### config.mk
export PLATFORM = sky130hd
export DESIGN_NAME = alu_core
export DESIGN_NICKNAME = d
export VERILOG_FILES = /design/src/rtl/alu_core.sv
export SDC_FILE = /design/constraint.sdc
export NUM_CORES = 1
export LEC_CHECK = 0
export ABC_AREA = 1
export BUFFER_PORTS_ARGS = -buffer_cell sky130_fd_sc_hd__clkbuf_2
export CORE_ASPECT_RATIO = 0.6
export CORE_MARGIN = 4
export CORE_UTILIZATION = 42
export DETAILED_ROUTE_END_ITERATION = 8
export GPL_TIMING_DRIVEN = 0
export PLACE_DENSITY_LB_ADDON = 0.12
export SYNTH_ARGS = -nofsm -noshare
export SYNTH_HDL_FRONTEND = slang
export SYNTH_SLANG_ARGS = --single-unit
### constraint.sdc
create_clock -name CLK -period 2.6 [get_ports CLK]
set_clock_uncertainty 0.1 [all_clocks]
set_input_delay 0.39 -clock CLK [delete_from_list [all_inputs] [get_ports CLK]]
set_output_delay 0.39 -clock CLK [all_outputs]
set_load 0.05 [all_outputs]
### src/rtl/alu_core.sv
// alu_core: single-issue ALU. Most ops give a registered result one cycle
// after acceptance; MUL runs a fixed-latency shift-add over DATA_WIDTH cycles
// and holds ALU_RDY low until its last iteration.
module alu_core #(
   parameter int DATA_WIDTH = 8
) (
   input  logic                  CLK,
   input  logic                  RST,
   input  logic                  ACT,
   input  logic [3:0]            OP,
   input  logic [1:0]            MOVI,
   input  logic [DATA_WIDTH-1:0] REG_A,
   input  logic [DATA_WIDTH-1:0] REG_B,
   input  logic [DATA_WIDTH-1:0] MEM,
   input  logic [DATA_WIDTH-1:0] IMM,
   output logic                  ALU_RDY,
   output logic [DATA_WIDTH-1:0] EX_ALU,
   output logic                  EX_ALU_VLD
);

   localparam int CNT_W = (DATA_WIDTH > 1) ? $clog2(DATA_WIDTH) : 1;
   localparam logic [3:0] OP_MUL = 4'd2;

   typedef enum logic {S_IDLE, S_MUL} state_t;

   state_t                r_state;
   state_t                w_state_nxt;
   logic [CNT_W-1:0]      r_cnt;
   logic [DATA_WIDTH-1:0] r_acc;
   logic [DATA_WIDTH-1:0] r_mcand;
   logic [DATA_WIDTH-1:0] r_mplier;
   logic [DATA_WIDTH-1:0] r_res;
   logic                  r_vld;

   logic [DATA_WIDTH-1:0] w_b;
   logic [DATA_WIDTH-1:0] w_alu;
   logic [DATA_WIDTH-1:0] w_sum;
   logic                  w_rdy;
   logic                  w_accept;
   logic                  w_mul_start;
   logic                  w_mul_done;
   logic                  w_cnt_last;

   // Operand-B source select; only consumed in the acceptance cycle
   always_comb begin
      w_b = '0;
      case (MOVI)
         2'd0:    w_b = REG_B;
         2'd1:    w_b = MEM;
         2'd2:    w_b = IMM;
         default: w_b = '0;
      endcase
   end

   // Single-cycle op results (MUL handled by the iterative datapath)
   always_comb begin
      w_alu = '0;
      case (OP)
         4'd0:    w_alu = REG_A + w_b;
         4'd1:    w_alu = REG_A - w_b;
         4'd3:    w_alu = {REG_A[DATA_WIDTH-2:0], 1'b0};
         4'd4:    w_alu = {1'b0, REG_A[DATA_WIDTH-1:1]};
         4'd5:    w_alu = {REG_A[DATA_WIDTH-2:0], REG_A[DATA_WIDTH-1]};
         4'd6:    w_alu = {REG_A[0], REG_A[DATA_WIDTH-1:1]};
         4'd7:    w_alu = ~REG_A;
         4'd8:    w_alu = REG_A & w_b;
         4'd9:    w_alu = REG_A | w_b;
         4'd10:   w_alu = REG_A ^ w_b;
         4'd11:   w_alu = ~(REG_A & w_b);
         4'd12:   w_alu = ~(REG_A | w_b);
         4'd13:   w_alu = ~(REG_A ^ w_b);
         4'd14:   w_alu = REG_A + DATA_WIDTH'(1);
         4'd15:   w_alu = REG_A - DATA_WIDTH'(1);
         default: w_alu = '0;
      endcase
   end

   // Bit 0 of the multiplier is consumed at acceptance, so the MUL state only
   // needs counter values 1..DATA_WIDTH-1 to finish in DATA_WIDTH cycles
   assign w_sum      = r_acc + (r_mplier[0] ? r_mcand : '0);
   assign w_cnt_last = (r_cnt == CNT_W'(DATA_WIDTH - 1));

   // FSM state register
   always_ff @(posedge CLK or posedge RST) begin
      if (RST) r_state <= S_IDLE;
      else     r_state <= w_state_nxt;
   end

   // Next state and handshake decode
   always_comb begin
      w_state_nxt = r_state;
      w_rdy       = 1'b0;
      w_accept    = 1'b0;
      w_mul_start = 1'b0;
      w_mul_done  = 1'b0;
      case (r_state)
         S_IDLE: begin
            w_rdy = 1'b1;
            if (ACT) begin
               w_accept = 1'b1;
               if (OP == OP_MUL) begin
                  w_mul_start = 1'b1;
                  w_state_nxt = S_MUL;
               end
            end
         end
         S_MUL: begin
            if (w_cnt_last) begin
               w_mul_done  = 1'b1;
               w_state_nxt = S_IDLE;
            end
         end
         default: w_state_nxt = S_IDLE;
      endcase
   end

   // Result register, valid strobe and shift-add multiplier datapath
   always_ff @(posedge CLK or posedge RST) begin
      if (RST) begin
         r_cnt    <= '0;
         r_acc    <= '0;
         r_mcand  <= '0;
         r_mplier <= '0;
         r_res    <= '0;
         r_vld    <= 1'b0;
      end else begin
         r_vld <= 1'b0;
         if (w_accept && !w_mul_start) begin
            r_res <= w_alu;
            r_vld <= 1'b1;
         end
         if (w_mul_start) begin
            r_acc    <= w_b[0] ? REG_A : '0;
            r_mcand  <= {REG_A[DATA_WIDTH-2:0], 1'b0};
            r_mplier <= {1'b0, w_b[DATA_WIDTH-1:1]};
            r_cnt    <= CNT_W'(1);
         end else if (r_state == S_MUL) begin
            if (w_mul_done) begin
               r_res <= w_sum;
               r_vld <= 1'b1;
               r_cnt <= '0;
            end else begin
               r_acc    <= w_sum;
               r_mcand  <= {r_mcand[DATA_WIDTH-2:0], 1'b0};
               r_mplier <= {1'b0, r_mplier[DATA_WIDTH-1:1]};
               r_cnt    <= r_cnt + CNT_W'(1);
            end
         end
      end
   end

   assign ALU_RDY    = w_rdy;
   assign EX_ALU     = r_res;
   assign EX_ALU_VLD = r_vld;

endmodule

==> impl_metrics.toml <==
[clock_tree]
clkTransAtPathRegs_ns = 0.05
h-tree-depth = 2
numCtsBuffers = 5
cts_tree = "done"
clk_latency_ns = 0.28
cts.sinks = 35
clockBufferDepth = 2
cts_root_buf = "clkbuf_16"

[synthesis]
ys_warn_count = 0
yosysTopAreaCellShare = 0.250
syn_area_per_cell_um2 = 6.98
synth_area_leaders = "dfrtp_1 25%, ha_1 11%, nand2_1 10%"
yosysTopAreaCell = "dfrtp_1"
synth_flop_cell = "dfrtp_1"
synth-seq-area-share = 0.250
synthCells = 503
async_reset_ff_frac = 1.00
synth.cell_area_um2 = 3510
synth-edff-count = 0
ys_seq_elements = 35
ys_types = 49
synth_nets = 578

[global_route]
grt_start_max_net_pins = 23
grt_use_total = 0.229
antenna_found_initial = 0
overflow = 0
grt_pass1_wl_um = 18200
first_global_vias = 3539

[sta]
finalSetupViolations = 7
timing.fmax_mhz = 346
fin_ws_ns = -0.292
drv_slew = 0
fin_crit_sh = 1.11
fin_crit_ns = 2.89
slew_headroom = 0.585
rsz0062_at_grt = "yes"
worst_pin_slew_ns = 0.620
hold_violations = 0
timing.hold.ws_ns = 0.0628

[drt]
routed_wl_um = 11500
wl_per_cell_um = 16.6
dr.pass1.iters = 5
drt-initial-drc-count = 420
viasPerCell = 5.41
vias = 3747
route.detailed.drc = 0
antenna_left = 0

[status]
failed_checks = "negative setup slack"
status = "finished, violations left"

[worst_setup_path]
endpoint_kind = "flip-flop"
cp-startpoint = "MOVI[1]"
critPathSlowestCell = "ha_4"
cp.required_ns = 2.71
crit_arrival_ns = 3.00
criticalPathCategory = "input pin to flip-flop"
startpoint_type = "input pin"
critPathMaxStageDelay_ns = 0.30
crit_fanout = 7
r2r-start = "r_cnt[0]"

[cells_and_area]
final_cell_mix = "93 x nand2_1, 58 x inv_1, 52 x nor2_1, 47 x clkbuf_2, 34 x dfrtp_1"
nNetsFinal = 659
area_growth_syn_to_layout_pct = 28.1
layout-drive-gt1-share = 0.289
final_util = 0.562
antennaDiodeCount = 0
final_common_cell = "nand2_1"

[power]
ir_drop_mv = 0.426
p_per_area_nw_per_um2 = 851
power_leakage_nw = 2.28

[placed_design]
pre_cts_ws_ns = -0.951
numPortBuffers = 48
place_congestion = 0.878
hpwl_um = 8720

[die]
fp-row-count = 25
core_area_um2 = 8010
fp.dieH_um = 78.8
start_util = 0.438
fp.dieW_um = 126
die-area_um2 = 9930
io_pins = 51

[hold_path]
hold_path.class = "input pin to async pin"

[job]
cap_violations = 0
cells in the mapped netlist (2+ instances only):
cell / instances
a2111oi_0: 2
a21oi_1: 34
a221oi_1: 8
a22o_1: 4
a22oi_1: 5
a31oi_1: 4
buf_2: 5
buf_6: 2
clkbuf_1: 2
clkinv_1: 2
dfrtp_1: 35
fa_1: 2
ha_1: 32
inv_1: 65
inv_2: 7
inv_6: 2
nand2_1: 98
nand2_2: 6
nand3_1: 23
nand4_1: 5
nor2_1: 64
nor2_2: 8
nor2_4: 8
nor3_1: 2
o2111ai_1: 2
o21ai_0: 29
o21ai_1: 6
o221ai_1: 2
o22ai_1: 9
o31ai_1: 2
xor2_1: 10
final timing paths:
kind	to	slack, ns	cells after the start
setup reg to reg	r_mplier[6]	0.21	9
hold reg to reg	r_acc[0]	0.38	2
max in group asynchronous	r_mplier[0]	1.79	3
hold / removal	r_cnt[1]	0.06	2
min in group CLK	r_acc[0]	0.38	2
setup / recovery	EX_ALU[6]	-0.29	25
repair_timing:
action                     CTS  global route
pin swaps                   22            25
buffers inserted            23             7
setup endpoints to repair    8            23
hold buffers                 0             0
resized for setup           27            34
metal layers:
metal | GRT usage | share of wire | vias to the layer above
met5 | 0 | 0 | -
met4 | 0.0321 | 0.0059 | 0
met3 | 0.0565 | 0.091 | 10
met2 | 0.312 | 0.39 | 168
met1 | 0.365 | 0.51 | 1729
li1 | - | - | 1840
per-stage QoR:
step	total power [W]	instances	instance area (um2)	TNS [ns]
3_5_place_dp	0.00300	660	3950	-4.94
6_report	0.00383	692	4500	-1.07
5_1_grt	0.00414	692	4500	-1.93
2_1_floorplan	0.00246	503	3550	-0.896
4_1_cts	0.00370	686	4330	-0.767
3_3_place_gp	0.00295	659	3930	-4.75
registers in the layout (all words and copies together), names as in the netlist:
register,flops
r_state,1
r_acc,8
r_mplier,7
EX_ALU_VLD,1
r_mcand,7
EX_ALU,8
r_cnt,3
cell families (layout without fill, tap and decap cells):
| group | after synthesis | count (layout) | share of synthesized area |
|---|---|---|---|
| adders and majority gates | 34 | 34 | 0.125 |
| and+or+nand+nor | 222 | 222 | 0.294 |
| DFF | 35 | 35 | 0.250 |
| AOI/OAI and AO/OA | 116 | 116 | 0.204 |
| buffers and inverters | 85 | 166 | 0.0998 |
| xor gates and xnor gates | 11 | 11 | 0.0275 |
critical path, delay by kind of cell:
family	cells	cell delay, ns
compound gates	3	0.45
xor+xnor	2	0.31
fa+ha+maj	2	0.43
buf+inv	6	0.40
simple gates	12	1.01
cell type report:
cell class                 instances  area, um2
buffer                             8       68.8
clock buffer                       6        139
sequential                        35        877
tap                              108        135
fill                             811       3510
multi-input combinational        383       2460
timing repair buffer              75        483
inverter                          76        324
clock inverter                     1       5.00
where the power goes:
group / switching [W] / internal [W] / total (W)
clock network: 0.000224 / 0.000374 / 0.000598
logic: 0.00147 / 0.000809 / 0.00228
registers: 0.000150 / 0.000805 / 0.000955
total: 0.00184 / 0.00199 / 0.00383
Power figures use the tool's default switching activity.
